<file path="src/rtl/fp16_dot_mac.sv">
// fp16_dot_mac: sequential binary16 dot-product engine. Reads N_ELEM operand pairs
// from the shared SRAM and accumulates sum(A[i]*B[i]) with flush-to-zero and truncation.
module fp16_dot_mac #(
  parameter int N_ELEM = 8,
  parameter int ADDR_W = 4
) (
  input  logic              clk,
  input  logic              rst,
  input  logic              start,
  output logic              rd_en,
  output logic [ADDR_W-1:0] rd_addr,
  input  logic [15:0]       a_data,
  input  logic [15:0]       b_data,
  output logic              busy,
  output logic [15:0]       result,
  output logic              result_valid,
  output logic              ovf,
  output logic              inv
);
  typedef enum logic [2:0] {S_IDLE, S_READ, S_MUL, S_ADD, S_DONE} state_e;
  typedef struct packed {
    logic [15:0] val;
    logic        ovf;
    logic        inv;
  } fp_res_t;

  localparam logic [15:0] QNAN = 16'h7E00;

  function automatic logic is_nan(input logic [15:0] x);
    return (x[14:10] == 5'h1f) && (x[9:0] != 10'h000);
  endfunction

  function automatic logic is_inf(input logic [15:0] x);
    return (x[14:10] == 5'h1f) && (x[9:0] == 10'h000);
  endfunction

  // Subnormals are flushed, so a zero exponent field means zero.
  function automatic logic is_zero(input logic [15:0] x);
    return x[14:10] == 5'h00;
  endfunction

  function automatic fp_res_t fp_mul(input logic [15:0] a, input logic [15:0] b);
    fp_res_t           r;
    logic              sgn;
    logic [21:0]       p;
    logic signed [7:0] e;
    logic [9:0]        frac;
    r    = '0;
    sgn  = a[15] ^ b[15];
    p    = 22'({1'b1, a[9:0]}) * 22'({1'b1, b[9:0]});
    e    = $signed({3'b000, a[14:10]}) + $signed({3'b000, b[14:10]}) - 8'sd15
         + $signed({7'b0000000, p[21]});
    frac = 10'(p >> (p[21] ? 5'd11 : 5'd10));
    if (is_nan(a) || is_nan(b) || (is_inf(a) && is_zero(b)) || (is_inf(b) && is_zero(a))) begin
      r.val = QNAN;
      r.inv = 1'b1;
    end else if (is_inf(a) || is_inf(b)) begin
      r.val = {sgn, 5'h1f, 10'h000};
    end else if (is_zero(a) || is_zero(b)) begin
      r.val = 16'h0000;
    end else if (e >= 8'sd31) begin
      r.val = {sgn, 5'h1f, 10'h000};
      r.ovf = 1'b1;
    end else if (e <= 8'sd0) begin
      r.val = 16'h0000;
    end else begin
      r.val = {sgn, e[4:0], frac};
    end
    return r;
  endfunction

  function automatic fp_res_t fp_add(input logic [15:0] x, input logic [15:0] y);
    fp_res_t           r;
    logic [15:0]       big, sml;
    logic [4:0]        d;
    logic [11:0]       lm, sm, dif, nrm;
    logic [12:0]       sum;
    logic [3:0]        lz;
    logic signed [7:0] e;
    r = '0;
    if (x[14:0] >= y[14:0]) begin
      big = x;
      sml = y;
    end else begin
      big = y;
      sml = x;
    end
    // One guard bit below the LSB survives alignment; it only matters when
    // cancellation shifts the difference left.
    d   = big[14:10] - sml[14:10];
    lm  = {1'b1, big[9:0], 1'b0};
    sm  = (d >= 5'd12) ? 12'h000 : ({1'b1, sml[9:0], 1'b0} >> d);
    sum = {1'b0, lm} + {1'b0, sm};
    dif = lm - sm;
    lz  = 4'd0;
    for (int i = 0; i < 12; i++) if (dif[i]) lz = 4'(11 - i);
    nrm = dif << lz;
    e   = 8'sd0;
    if (is_nan(x) || is_nan(y) || (is_inf(x) && is_inf(y) && (x[15] != y[15]))) begin
      r.val = QNAN;
      r.inv = 1'b1;
    end else if (is_inf(x)) begin
      r.val = x;
    end else if (is_inf(y)) begin
      r.val = y;
    end else if (is_zero(x) && is_zero(y)) begin
      r.val = 16'h0000;
    end else if (is_zero(x)) begin
      r.val = y;
    end else if (is_zero(y)) begin
      r.val = x;
    end else if (big[15] == sml[15]) begin
      e = $signed({3'b000, big[14:10]}) + $signed({7'b0000000, sum[12]});
      if (e >= 8'sd31) begin
        r.val = {big[15], 5'h1f, 10'h000};
        r.ovf = 1'b1;
      end else begin
        r.val = {big[15], e[4:0], 10'(sum >> (sum[12] ? 4'd2 : 4'd1))};
      end
    end else if (dif == 12'h000) begin
      r.val = 16'h0000;
    end else begin
      e = $signed({3'b000, big[14:10]}) - $signed({4'b0000, lz});
      if (e <= 8'sd0) r.val = 16'h0000;
      else            r.val = {big[15], e[4:0], 10'(nrm >> 1)};
    end
    return r;
  endfunction

  state_e            state_q, state_d;
  logic [ADDR_W-1:0] idx_q, idx_d, rd_addr_q, rd_addr_d;
  logic [15:0]       acc_q, acc_d, prod_q, prod_d, result_q, result_d;
  logic              rd_en_q, rd_en_d, busy_q, busy_d;
  logic              result_valid_q, result_valid_d;
  logic              ovf_q, ovf_d, inv_q, inv_d;
  fp_res_t           mul_r, add_r;
  logic              last;

  always_comb begin
    mul_r = fp_mul(a_data, b_data);
    add_r = fp_add(acc_q, prod_q);
    last  = (idx_q == ADDR_W'(N_ELEM - 1));
  end

  always_comb begin
    state_d        = state_q;
    idx_d          = idx_q;
    acc_d          = acc_q;
    prod_d         = prod_q;
    result_d       = result_q;
    rd_addr_d      = rd_addr_q;
    ovf_d          = ovf_q;
    inv_d          = inv_q;
    rd_en_d        = 1'b0;
    result_valid_d = 1'b0;
    case (state_q)
      S_IDLE: if (start) begin
        state_d   = S_READ;
        idx_d     = '0;
        acc_d     = 16'h0000;
        ovf_d     = 1'b0;
        inv_d     = 1'b0;
        rd_en_d   = 1'b1;
        rd_addr_d = '0;
      end
      S_READ: state_d = S_MUL;
      S_MUL: begin
        prod_d  = mul_r.val;
        ovf_d   = ovf_q | mul_r.ovf;
        inv_d   = inv_q | mul_r.inv;
        state_d = S_ADD;
      end
      S_ADD: begin
        acc_d = add_r.val;
        ovf_d = ovf_q | add_r.ovf;
        inv_d = inv_q | add_r.inv;
        if (last) begin
          state_d        = S_DONE;
          result_d       = add_r.val;
          result_valid_d = 1'b1;
        end else begin
          idx_d     = idx_q + ADDR_W'(1);
          state_d   = S_READ;
          rd_en_d   = 1'b1;
          rd_addr_d = idx_q + ADDR_W'(1);
        end
      end
      S_DONE:  state_d = S_IDLE;
      default: state_d = S_IDLE;
    endcase
    busy_d = (state_d != S_IDLE);
  end

  always_ff @(posedge clk or negedge rst) begin
    if (!rst) begin
      state_q        <= S_IDLE;
      idx_q          <= '0;
      acc_q          <= 16'h0000;
      prod_q         <= 16'h0000;
      result_q       <= 16'h0000;
      rd_addr_q      <= '0;
      rd_en_q        <= 1'b0;
      busy_q         <= 1'b0;
      result_valid_q <= 1'b0;
      ovf_q          <= 1'b0;
      inv_q          <= 1'b0;
    end else begin
      state_q        <= state_d;
      idx_q          <= idx_d;
      acc_q          <= acc_d;
      prod_q         <= prod_d;
      result_q       <= result_d;
      rd_addr_q      <= rd_addr_d;
      rd_en_q        <= rd_en_d;
      busy_q         <= busy_d;
      result_valid_q <= result_valid_d;
      ovf_q          <= ovf_d;
      inv_q          <= inv_d;
    end
  end

  assign rd_en        = rd_en_q;
  assign rd_addr      = rd_addr_q;
  assign busy         = busy_q;
  assign result       = result_q;
  assign result_valid = result_valid_q;
  assign ovf          = ovf_q;
  assign inv          = inv_q;
endmodule

</file>
<file path="config.mk">
export PLATFORM = sky130hd
export DESIGN_NAME = fp16_dot_mac
export DESIGN_NICKNAME = d
export VERILOG_FILES = /design/src/rtl/fp16_dot_mac.sv
export SDC_FILE = /design/constraint.sdc
export NUM_CORES = 1
export LEC_CHECK = 0
export CAP_MARGIN = 30
export CORE_MARGIN = 3
export CORE_UTILIZATION = 69
export CTS_BUF_LIST = sky130_fd_sc_hd__clkbuf_4
export DETAILED_ROUTE_END_ITERATION = 6
export GPL_TIMING_DRIVEN = 0
export HOLD_SLACK_MARGIN = 0.03
export PLACE_DENSITY = 0.9
export SLEW_MARGIN = 5
export SYNTH_ARGS = -nofsm -noshare
export SYNTH_HDL_FRONTEND = slang
export SYNTH_SLANG_ARGS = --single-unit
</file>
<file path="constraint.sdc">
create_clock -name clk -period 18.5 [get_ports clk]
set_input_delay 3.7 -clock clk [delete_from_list [all_inputs] [get_ports clk]]
set_output_delay 3.7 -clock clk [all_outputs]
set_load 0.05 [all_outputs]
</file>
Word-level counts from Yosys, hierarchy flattened
Index checks and enable logic that the tools add are counted.
{"block": "op_classes", "mux": 62, "order_cmp": 6, "n_reduce_logical": 41, "n_mul": 1, "eq_ne": 12, "shifts": 4, "bitwise": 5, "add_sub_neg": 9, "div_mod_pow": 0}
{"op": "16-bit 2-to-1 mux", "count": 17}
{"op": "4-bit 2-to-1 mux", "count": 14}
{"op": "10-bit zero test", "count": 4}
{"op": "10-bit nonzero test", "count": 4}
{"op": "16-bit one-hot mux with 2 select lines", "count": 1}
{"op": "11-bit by 11-bit multiplier with 22-bit output", "count": 1}
{"op": "22-bit by 4-bit right shift with 10-bit output", "count": 1}
{"op": "5-bit == test, second input constant", "count": 4}
{"op": "5-bit zero test", "count": 4}
{"op": "1-bit 2-to-1 mux", "count": 20}
{"op": "15-bit greater-or-equal comparator", "count": 1}
{"op": "15-bit 2-to-1 mux", "count": 1}
{"op": "12-bit by 12-bit adder with 13-bit output", "count": 1}
{"op": "1-bit logical AND", "count": 13}
{"op": "13-bit by 2-bit right shift with 10-bit output", "count": 1}
{"op": "12-bit zero test", "count": 1}
{"op": "12-bit 2-to-1 mux", "count": 1}
{"op": "3-bit one-hot mux with 4 select lines", "count": 1}
{"op": "12-bit by 4-bit left shift with 11-bit output", "count": 1}
{"op": "12-bit by 5-bit right shift with 12-bit output", "count": 1}
{"op": "12-bit subtractor", "count": 1}
{"op": "7-bit by 2-bit adder with 8-bit output", "count": 1}
{"op": "8-bit by 6-bit greater-or-equal comparator with 1-bit output, second input constant", "count": 1}
{"op": "8-bit by 1-bit <= comparator with 1-bit output, second input constant", "count": 1}
{"op": "28 further kinds", "count": 44}
{"block": "word_totals", "input_bits": 35, "word_cells": 150, "n_memories": 0, "latchBits": 0, "ff_bits": 60, "output_inout_bits": 25, "romBits": 0, "ramBits": 0}

Depth between registers and ports, before layout
Gate-level depths: netlist of run 1.
{"block": "logic_depth", "depth_word": 30, "mapped_depth": 49, "mapped_depth_nobuf": 45}

Worst setup path after synthesis of run 1
OpenSTA, ideal clock, no wires.
{"block": "synth_path", "path_type": "input to register", "start": "in b_data[4]", "end": "reg prod_q[1]", "cell_stages": 35, "arrival_time_ns": 11.154, "required_time_ns": 18.373, "setup_time_ns": 0.127, "path_slack_ns": 7.219, "path_cell_list": "clkbuf_1 nand2_1 fa_1 inv_1 ha_1 fa_1 ha_1 inv_1 fa_1 inv_1 ha_1 a21o_1 a21o_1 a21o_1 a21o_1 a21oi_1 o21bai_1 a41o_1 o41a_1 a41oi_1 a21oi_1 xor2_1 clkbuf_1 ha_1 ha_1 nor3b_1 xnor2_1 nand4_1 o21ai_0 and2_1 a41oi_1 nand3_1 nor2_1 a221oi_1 nor2_1"}
{"block": "synth_between", "elab_chain_len": 8}
{"element": "from (decl)", "line_no": "13", "source": "input logic [15:0] b_data,"}
{"element": "11-bit by 11-bit multiplier with 22-bit output", "line_no": "50", "source": "p = 22'({1'b1, a[9:0]}) * 22'({1'b1, b[9:0]});"}
{"element": "7-bit by 2-bit adder with 8-bit output or 1-bit 2-to-1 mux (tied branches)", "line_no": "52, 53"}
{"element": "8-bit by 1-bit <= comparator with 1-bit output or 22-bit by 4-bit right shift with 10-bit output (tied branches)", "line_no": "64, 53"}
{"element": "16-bit 2-to-1 mux", "line_no": "64", "source": "end else if (e <= 8'sd0) begin"}
{"element": "16-bit 2-to-1 mux", "line_no": "61", "source": "end else if (e >= 8'sd31) begin"}
{"element": "16-bit 2-to-1 mux", "line_no": "59", "source": "end else if (is_zero(a) || is_zero(b)) begin"}
{"element": "16-bit 2-to-1 mux", "line_no": "57", "source": "end else if (is_inf(a) || is_inf(b)) begin"}
{"element": "16-bit 2-to-1 mux (*)", "line_no": "54", "source": "if (is_nan(a) || is_nan(b) || (is_inf(a) && is_zero(b)) || (is_inf(b) && is_zero(a))) begin"}
{"element": "to (signal assigned)", "line_no": "211", "source": "prod_q <= prod_d;"}
{"element": "to (decl)", "line_no": "132", "source": "logic [15:0] acc_q, acc_d, prod_q, prod_d, result_q, result_d;"}
Mark *: on every way between the ends. The rest lies on a longest branch, timed or not.
A chain may end at the register's enable or synchronous reset.

Worst setup path in the final report of run 1
Same ends and word-level chain as after synthesis.

==> results of run 1 <==
==> kinds of logic (layout without fill, tap and decap cells) <==
| kind of cell | after synthesis | after routing | synth area share [%] |
|---|---|---|---|
| buf+inv | 197 | 274 | 7.241 |
| compound gates | 302 | 302 | 18.86 |
| flops | 60 | 60 | 14.17 |
| fa+ha+maj | 197 | 197 | 29.13 |
| mux | 60 | 60 | 6.130 |
| xor+xnor | 34 | 34 | 2.811 |
| simple gates | 458 | 458 | 21.65 |
==> final cells by class <==
type,count,area share (%)
plain buffers,55,2.022
repair buffers,61,5.276
inverters,142,4.605
flip-flops and latches,60,12.97
clock buffers,10,0.6486
clock inverters,6,0.5622
well taps,184,1.989
multi-input cells,1051,71.92
==> synthesized netlist by cell type (12+ instances only) <==
cell type and n:
o22ai_1 15, a21o_1 14, xnor2_1 23, nand4_1 12, a21oi_1 67, a211oi_1 14, nor4_1 15, and2_1 68
dfrtp_1 60, fa_1 83, nand2_1 148, inv_1 140, clkbuf_1 48, o21ai_0 75, ha_1 113, nand3_1 23
nor3_1 17, mux2i_1 48, nor2_1 101
==> worst min-delay path: stages (launching register included) <==
cell and delay, ps:
dfrtp_1 350, nand2_1 50, nand2_1 50
==> stage by stage <==
stage               std cells  instance area [sq um]  utilization, %  hold WS (ps)  worst slack [ps]
floorplan                1308                  10590               -         453.6              7219
global placement         1551                  11410           77.36         459.8              5834
detailed placement       1553                  11430           77.49         461.8              5550
CTS                      1569                  11570           78.44         485.9              5946
global route             1569                  11570           78.44         507.1              5222
finish                   1569                  11570           78.44         481.6              5923
==> state kept, by name, summed over array words and instances (netlist names), 3 cells and up <==
name / count
state_q: 3
rd_addr: 4
acc_q: 16
prod_q: 16
result: 16
==> layer usage <==
metal	global-route usage [%]	vias up	share of wire, %
met5	0	-	0
met4	14.98	0	4.5
met3	5.649	121	8.1
met2	60.60	549	48
met1	47.95	4892	40
li1	-	4710	-
==> how the worst max path moves through the flow <==
stage / startpoint / slack [ps] / cells after the start / to
detailed placement: b_data[4] / 5550 / 36 / prod_q[1]$_DFFE_PN0N_
finish: b_data[4] / 5920 / 36 / prod_q[1]$_DFFE_PN0N_
global placement: b_data[4] / 5830 / 37 / prod_q[1]$_DFFE_PN0N_
CTS: b_data[4] / 5950 / 36 / prod_q[1]$_DFFE_PN0N_
floorplan: b_data[4] / 7220 / 35 / prod_q[1]$_DFFE_PN0N_
global route: b_data[4] / 5220 / 36 / prod_q[1]$_DFFE_PN0N_
==> results by group, run 1 <==
Global route
  – Vias in the first global route: 10020
  – First-pass GRT wire length: a little under 50000 microns
  – Antenna violations before repair: 0
  – Remaining global-route overflow: 0
  – Total Routing Usage GR: between 30% and 40%
  – Largest net degree at the start of global routing: 35

STA
  – Setup TNS: 0 ps
  – Worst Skew: 25.02 ps
  – Final Max Tran Viols: 0
  – Final worst-path cycle share: about two thirds
  – RSZ-0062 raised after global routing: no
  – Final count of negative-setup-slack endpoints: 0
  – Rel. slew slack: 29.43%
  – Min cycle time layout: roughly 13000 ps
  – Fin. Hold Viols: 0
  – Slew @ Worst Pin: 1047 ps
  – FMAX: 79.51 MHz

Clock network
  – Clk_lat worst skew: 470 ps
  – Clock Tree Buf Depth: 2
  – Cts hold-fix bufs: 0
  – Setup Fix Bufs, Post-CTS: 0
  – Root buffer cell: clkbuf_4
  – Gates resized, CTS repair: 0
  – Total CTS buffers: 9
  – CTS sink cnt: 60
  – Htree depth: 3
  – Clk slew on worst S/H paths: 100 ps
  – CTS tree: yes

Die
  – Die area: 16870 sq um
  – Row cnt: 44
  – Core area: 14750 sq um
  – Chip Height: 129.9 microns
  – Initial Utilization: between 70% and 80%
  – Boundary Pins: 60
  – Chip width: 129.9 microns

Hold path
  – Worst hold path depth: 2
  – Hold path startpoint: ovf$_DFFE_PN0P_
  – Worst hold-check path type: reg2reg
  – Worst hold endpoint: ovf$_DFFE_PN0P_

Worst setup path
  – Critical path endpoint category: flop
  – R2R cell count: 44
  – Largest fanout on the critical path: 10
  – Critical path's top delay family: adder cells
  – Crit Path Class: in2reg
  – Crit path DAT: 12960 ps
  – Worst path max stage delay: between 500 and 600 ps
  – Most common cell on crit path: ha_1
  – Reg2reg start: prod_q[4]$_DFFE_PN0N_
  – Crit start category: input port
  – Worst R2R Setup Slack: 6340 ps
  – Slowest CP cell: fa_1
  – Crit path required time: 18890 ps
  – CP Buf/Inv Count: 6
  – Worst R2R End: result[0]$_DFFE_PN0P_

Flow run
  – Number of max-cap violations: 0

Detailed routing
  – Antenna Nets Post-Route: 0
  – DR pass1 iterations: 7
  – Via count: 10270
  – Routed WL: 29890 microns
  – DR iter-0 viols: 918
  – Drt wl/cell: approximately 19 microns
  – Drt via density: 6.547
  – Residual DRC: 0

Placed design
  – DP HPWL: 24450 microns
  – Number of port buffers: 59
  – Routability cong.: ~0.99

Synthesis
  – Post-synth top area share: 15.69%
  – Ys flop type: dfrtp_1
  – Number of synthesized flops with an enable pin: 0
  – Gate count of the mapped netlist: 1308
  – FFs w/ async S/R, synth: 100.0%
  – Syn Nets: 1539
  – Syn avg cell area: 8.098 sq um
  – #FFs+latches synth: 60
  – Area leader, netlist: fa_1
  – Top cells by area, synth: fa_1 16%, dfrtp_1 14%, ha_1 13%, nand2_1 5.2%, inv_1 5.0%
  – YS warnings: 0
  – Seq/Total Area, Yosys: 14.17%
  – Unique masters post-synth: 84
  – Post-synthesis instance area: between 10000 and 15000 sq um

Finish
  – Multi-input logic area: between 8000 and 9000 sq um
  – Nets: 1611
  – Sequential cell area: approximately 1500 sq um
  – Post-synthesis to final-layout area growth: 9.261%
  – ANT cells: 0
  – Proportion of layout cells with a drive suffix above 1: ~4.3%
  – Most common cell after layout, fill and taps aside: nand2_1
  – Leading cell types in the layout, fill and taps excluded: 148 x nand2_1, 140 x inv_1, 113 x ha_1
  – Fill cell count: 1041

Outcome
  – Status: finished clean
Power of run 1 is left out: the tool's default activity adds up to more than one toggle a clock period on the data nets, which glitch-free logic cannot reach.
==> inputs of run 2 (changes only) <==
--- a/config.mk
+++ b/config.mk
@@ -7,12 +7,12 @@
 export LEC_CHECK = 0
 export CAP_MARGIN = 30
 export CORE_MARGIN = 3
-export CORE_UTILIZATION = 69
+export CORE_UTILIZATION = 58
 export CTS_BUF_LIST = sky130_fd_sc_hd__clkbuf_4
 export DETAILED_ROUTE_END_ITERATION = 6
 export GPL_TIMING_DRIVEN = 0
 export HOLD_SLACK_MARGIN = 0.03
-export PLACE_DENSITY = 0.9
+export PLACE_DENSITY = 0.81
 export SLEW_MARGIN = 5
 export SYNTH_ARGS = -nofsm -noshare
 export SYNTH_HDL_FRONTEND = slang
==> constraint.sdc (replaced) <==
create_clock -name clk -period 10.27 [get_ports clk]
set_input_delay 2.054 -clock clk [delete_from_list [all_inputs] [get_ports clk]]
set_output_delay 2.054 -clock clk [all_outputs]
set_load 0.05 [all_outputs]
==> run 2 against run 1 <==
First-iteration DRC count rose by 8.3%; critical path depth rose by 8; utilization fell by 11 points; design area rose by 3.2%; sequential cell count did not move; non-clock buffer count rose by 5; critical path type is now reg2reg; highest routed layer unchanged.
==> results by group, run 2 (same netlist as run 1, synthesis figures left out) <==
Detailed routing
  – DR pass1 iterations: 6 (-1)
  – Drt via density: 6.316 (-3.5%)
  – DR iter-0 viols: 994 (+8.3%)
  – Via count: 10200 (-0.69%)
  – Drt wl/cell: 18.13 microns (-4.9%)
  – Residual DRC: 0 (unchanged)
  – Routed WL: 29270 microns (-2.1%)
  – Antenna Nets Post-Route: 0 (unchanged)

Placed design
  – DP HPWL: 23580 microns (-3.6%)
  – Number of port buffers: 59 (unchanged)
  – Pre-CTS setup slack: -1528 ps (-7079 ps)
  – Routability cong.: 0.9857 (-0.68%)

Finish
  – Sequential cell area: 1504 sq um (+0.17%)
  – Nets: 1616 (+0.31%)
  – ANT cells: 0 (unchanged)
  – Proportion of layout cells with a drive suffix above 1: 7.770% (+3.5 points)
  – Post-synthesis to final-layout area growth: 12.72%
  – Most common cell after layout, fill and taps aside: nand2_1
  – Multi-input logic area: 8518 sq um (+2.3%)
  – Fill cell count: 1439 (+38%)
  – Leading cell types in the layout, fill and taps excluded: 148 x nand2_1, 137 x inv_1, 112 x ha_1

Worst setup path
  – Critical path endpoint category: flop
  – Worst path max stage delay: 510 ps (-40 ps)
  – R2R cell count: 44 (unchanged)
  – Crit start category: flop
  – Crit path DAT: 10280 ps (-2680 ps)
  – Crit path required time: 10640 ps (-8250 ps)
  – Reg2reg start: prod_q[5]$_DFFE_PN0N_
  – Worst R2R End: result[8]$_DFFE_PN0P_
  – Most common cell on crit path: a21oi_1
  – Worst R2R Setup Slack: 360 ps (-5980 ps)
  – Crit Path Class: reg2reg
  – Largest fanout on the critical path: 10 (unchanged)
  – Slowest CP cell: mux4_2

STA
  – Rel. slew slack: 31.47% (+2.0 points)
  – Final worst-path cycle share: about 96%
  – Slew @ Worst Pin: 1017 ps (-30.27 ps)
  – Worst Skew: 17.73 ps (-7.285 ps)
  – Final Max Tran Viols: 0 (unchanged)
  – Min cycle time layout: roughly 9900 ps
  – FMAX: 100.9 MHz
  – Final setup margin: 362.6 ps (-5561 ps)
  – Fin. Hold Viols: 0 (unchanged)
  – Final count of negative-setup-slack endpoints: 0 (unchanged)

Clock network
  – Clk_lat worst skew: 430 ps (-40 ps)
  – Cts hold-fix bufs: 0 (unchanged)
  – Htree depth: 3 (unchanged)
  – Clk slew on worst S/H paths: 110 ps (about the same)
  – Root buffer cell: clkbuf_4
  – Clock Tree Buf Depth: 2 (unchanged)
  – Total CTS buffers: 9 (unchanged)
  – CTS tree: yes
  – CTS sink cnt: 60 (unchanged)

Global route
  – First-pass GRT wire length: 47870 microns (-2.5%)
  – Total Routing Usage GR: 29.29% (-7.2 points)
  – Vias in the first global route: 9768 (-2.5%)
  – Largest net degree at the start of global routing: 38 (+8.6%)
  – Antenna violations before repair: 0 (unchanged)
  – Remaining global-route overflow: 0 (unchanged)

Outcome
  – Status: finished clean

Die
  – Row cnt: 48 (+9.1%)
  – Chip Height: 141.1 microns (+8.7%)
  – Chip width: 141.1 microns (+8.7%)
  – Initial Utilization: 60.20% (-12 points)
  – Die area: 19920 sq um (+18%)
  – Boundary Pins: 60 (unchanged)
  – Core area: 17600 sq um (+19%)

Flow run
  – Number of max-cap violations: 0 (unchanged)

Hold path
  – Hold path startpoint: result[9]$_DFFE_PN0P_
  – Worst hold path depth: 2 (unchanged)
  – Worst hold endpoint: result[9]$_DFFE_PN0P_
  – Worst hold-check path type: reg2reg
==> run 2: cell types whose count changed in the layout (fill, tap and decap cells not counted), moves of 3 or more <==
| cell | before | now |
|---|---|---|
| inv_1 | 140 | 137 |
| o21ai_1 | 4 | 7 |
| clkdlybuf4s50_1 | 58 | 55 |
| nor4_1 | 15 | 12 |
| clkbuf_1 | 48 | 35 |
| clkbuf_2 | 0 | 5 |
| inv_2 | 1 | 4 |
| o21ai_0 | 75 | 70 |
| nor3_1 | 17 | 14 |
| buf_4 | 1 | 11 |
==> run 2: worst max path at each step <==
| stage | depth (start not counted) | slack, ps | end | startpoint |
|---|---|---|---|---|
| floorplan | 35 | 630 | prod_q[1]$_DFFE_PN0N_ | b_data[4] |
| global placement | 45 | -1190 | result[0]$_DFFE_PN0P_ | prod_q[10]$_DFFE_PN0N_ |
| detailed placement | 44 | -1530 | result[0]$_DFFE_PN0P_ | prod_q[2]$_DFFE_PN0N_ |
| CTS | 46 | 20 | result[0]$_DFFE_PN0P_ | prod_q[10]$_DFFE_PN0N_ |
| global route | 45 | -80 | result[0]$_DFFE_PN0P_ | prod_q[9]$_DFFE_PN0N_ |
| finish | 44 | 360 | result[8]$_DFFE_PN0P_ | prod_q[5]$_DFFE_PN0N_ |
==> run 2: layout make-up <==
class                   instances  share of cell area [%]
multi-input cells            1051                   71.34
well taps                     225                   2.358
repair buffers                 69                   5.617
plain buffers                  52                   2.085
flip-flops and latches         60                   12.60
inverters                     142                   4.474
clock buffers                   9                  0.5659
clock inverters                 7                  0.9641
==> run 2: timing repair <==
action,4_1_cts,5_1_grt
gates resized for setup,29,42
setup buffers,1,7
cloned,0,0
setup endpoints to repair,45,43
pin swaps,2,4
==> run 2: critical path, delay by kind of cell, from the launching register on <==
| family | cells | cell delay, ps |
|---|---|---|
| XOR/XNOR | 1 | 230 |
| AND/OR/NAND/NOR | 10 | 1890 |
| AO/OA/AOI/OAI | 21 | 4230 |
| buffers and inverters | 6 | 1130 |
| multiplexers | 2 | 600 |
| adder cells (fa/ha/maj) | 4 | 1220 |
| flip-flops | 1 | 500 |
==> run 2: stage by stage <==
stage / TNS, ps / utilization [%] / instance area [sq um] / instances / hold slack (ps)
CTS: 0 / 66.79 / 11750 / 1608 / 494.5
global route: -205.8 / 67.85 / 11940 / 1615 / 513.2
detailed placement: -47930 / 65.27 / 11480 / 1594 / 470.1
finish: 0 / 67.85 / 11940 / 1615 / 490.5
floorplan: 0 / - / 10590 / 1308 / 453.6
global placement: -35240 / 65.15 / 11460 / 1592 / 462.7
==> run 2: layer usage <==
layer  share of wire [%]  routed length (microns)  global-route usage, %  vias up
li1                    -                        -                      -     4726
met1                  41                    12130                  40.00     4873
met2                  46                    13580                  47.00      527
met3                 9.3                     2736                  6.411       75
met4                 2.8                      830                  8.414        0
met5                   0                        0                      0        -
Power of run 2 is left out for the same reason.
==> inputs of run 3 (changes only) <==
--- a/config.mk
+++ b/config.mk
@@ -6,13 +6,15 @@
 export NUM_CORES = 1
 export LEC_CHECK = 0
 export CAP_MARGIN = 30
+export CELL_PAD_IN_SITES_DETAIL_PLACEMENT = 1
+export CELL_PAD_IN_SITES_GLOBAL_PLACEMENT = 1
 export CORE_MARGIN = 3
-export CORE_UTILIZATION = 58
+export CORE_UTILIZATION = 43
 export CTS_BUF_LIST = sky130_fd_sc_hd__clkbuf_4
 export DETAILED_ROUTE_END_ITERATION = 6
 export GPL_TIMING_DRIVEN = 0
 export HOLD_SLACK_MARGIN = 0.03
-export PLACE_DENSITY = 0.81
+export PLACE_DENSITY_LB_ADDON = 0.1
 export SLEW_MARGIN = 5
 export SYNTH_ARGS = -nofsm -noshare
 export SYNTH_HDL_FRONTEND = slang
==> run 3 against run 2 <==
Fmax grew 1.2%; routed wire length grew 16%; first-iteration DRC count shrank 45%; register-to-register slack gained 250 ps; non-clock buffer count grew 5; sequential share of layout area shrank 0.14 points.
==> results by group, run 3 (same netlist as run 1, synthesis figures left out) <==
Outcome
  – Status: finished clean

STA
  – Min cycle time layout: 9795 ps (-112.9 ps)
  – FMAX: 102.1 MHz (+1.2%)
  – Setup TNS: 0 ps (unchanged)
  – Final count of negative-setup-slack endpoints: 0 (unchanged)
  – Slew @ Worst Pin: 1041 ps (+23.97 ps)
  – Final setup margin: 475.5 ps (+112.9 ps)
  – Rel. slew slack: 29.86% (-1.6 points)
  – Final worst-path cycle share: 95.37% (-1.1 points)
  – Worst Skew: 20.40 ps (+2.665 ps)
  – Fin. Hold Viols: 0 (unchanged)
  – Final Max Tran Viols: 0 (unchanged)
  – Hold_ws: 486.2 ps (-4.354 ps)

Finish
  – Proportion of layout cells with a drive suffix above 1: 8.967% (+1.2 points)
  – Nets: 1621 (+0.31%)
  – Sequential cell area: 1508 sq um (+0.25%)
  – ANT cells: 0 (unchanged)
  – Finished Cell Area: 12110 sq um (+1.4%)
  – Most common cell after layout, fill and taps aside: nand2_1
  – Post-synthesis to final-layout area growth: 14.30%
  – Multi-input logic area: 8579 sq um (+0.72%)
  – Leading cell types in the layout, fill and taps excluded: 148 x nand2_1, 138 x inv_1, 111 x ha_1
  – Fill cell count: 2926 (+100%)

Detailed routing
  – Drt via density: 5.822 (-7.8%)
  – DR iter-0 viols: 542 (-45%)
  – Antenna Nets Post-Route: 0 (unchanged)
  – DR pass1 iterations: 5 (-1)
  – Drt wl/cell: 19.83 microns (+9.4%)
  – Residual DRC: 0 (unchanged)
  – Via count: 9973 (-2.2%)
  – Routed WL: 33960 microns (+16%)

Die
  – Die area: 26550 sq um (+33%)
  – Chip Height: 163.0 microns (+15%)
  – Row cnt: 56 (+17%)
  – Boundary Pins: 60 (unchanged)
  – Chip width: 163.0 microns (+15%)
  – Core area: 23820 sq um (+35%)
  – Initial Utilization: 44.46% (-16 points)

Global route
  – Total Routing Usage GR: 25.76% (-3.5 points)
  – Antenna violations before repair: 0 (unchanged)
  – First-pass GRT wire length: 55210 microns (+15%)
  – Largest net degree at the start of global routing: 61 (+61%)
  – Remaining global-route overflow: 0 (unchanged)
  – Vias in the first global route: 10390 (+6.4%)

Worst setup path
  – Worst path max stage delay: 570 ps (+60 ps)
  – Worst R2R Setup Slack: 610 ps (+250 ps)
  – Critical path endpoint category: flop
  – Slowest CP cell: clkdlybuf4s50_1
  – Crit path required time: 10570 ps (-70 ps)
  – Crit path DAT: 10090 ps (-190 ps)
  – Crit start category: input port
  – Largest fanout on the critical path: 10 (unchanged)
  – Crit Path Class: in2reg
  – Most common cell on crit path: fa_1

Placed design
  – Number of port buffers: 59 (unchanged)
  – Routability cong.: 0.9246 (-6.2%)
  – DP HPWL: 27740 microns (+18%)
  – Pre-CTS setup slack: -1742 ps (-213.7 ps)
  – Post-place instance area: 11580 sq um (+0.87%)

Clock network
  – Cts hold-fix bufs: 0 (unchanged)
  – CTS tree: yes
  – Total CTS buffers: 9 (unchanged)
  – Htree depth: 3 (unchanged)
  – Clock Tree Buf Depth: 2 (unchanged)
  – Clk_lat worst skew: 420 ps (about the same)
  – Clk slew on worst S/H paths: 110 ps (about the same)
  – Root buffer cell: clkbuf_4
  – CTS sink cnt: 60 (unchanged)

Hold path
  – Worst hold-check path type: reg2reg

Flow run
  – Number of max-cap violations: 0 (unchanged)
run 3: changes by cell type in the layout (fill, tap and decap cells not counted), moves of 3 or more:
| cell | delta |
|---|---|
| a21oi_1 | -4 |
| dfrtp_2 | +3 |
| dfrtp_1 | -3 |
| a21oi_2 | +4 |
| buf_4 | +6 |
run 3: final cells by class:
type | instances | share of cell area [%]
Buffer | 53 | 2.077
Clock buffer | 9 | 0.5580
Clock inverter | 6 | 0.6614
Inverter | 142 | 4.413
Multi-Input combinational cell | 1051 | 70.86
Sequential cell | 60 | 12.45
Tap cell | 319 | 3.296
Timing Repair Buffer | 73 | 5.684
run 3: through the flow:
step | utilization, % | std cells
CTS | 49.93 | 1706
global route | 50.82 | 1713
floorplan | - | 1308
detailed placement | 48.63 | 1687
finish | 50.82 | 1713
global placement | 48.62 | 1686
run 3: timing repair:
item | CTS | global route
pin swaps | 6 | 3
buffers inserted | 6 | 7
setup endpoints to repair | 49 | 45
resized for setup | 37 | 49
run 3: final timing paths:
check | from | cells past startpoint | end
min in group asynchronous | rst | 1 | result[9]$_DFFE_PN0P_
max | a_data[7] | 32 | prod_q[1]$_DFFE_PN0N_
min | result[6]$_DFFE_PN0P_ | 2 | result[6]$_DFFE_PN0P_
max in group asynchronous | rst | 1 | prod_q[2]$_DFFE_PN0N_
max reg2reg | prod_q[1]$_DFFE_PN0N_ | 41 | result[8]$_DFFE_PN0P_
min reg2reg | result[6]$_DFFE_PN0P_ | 2 | result[6]$_DFFE_PN0P_
run 3: critical path: cells and delay by family:
family	cells	cell delay (ps)
adder cells (fa/ha/maj)	8	3180
AO/OA/AOI/OAI	9	2010
buffers and inverters	6	1440
AND/OR/NAND/NOR	7	1070
XOR/XNOR	2	330
run 3: metal layers:
metal  track usage (%)  vias up  routed length, microns
met3             3.052       39                    1332
met2             45.40      224                   16840
li1                  -     4716                       -
met1             34.18     4994                   15170
met4             5.190        0                     619
met5                 0        -                       0
Power of run 3 is left out for the same reason.
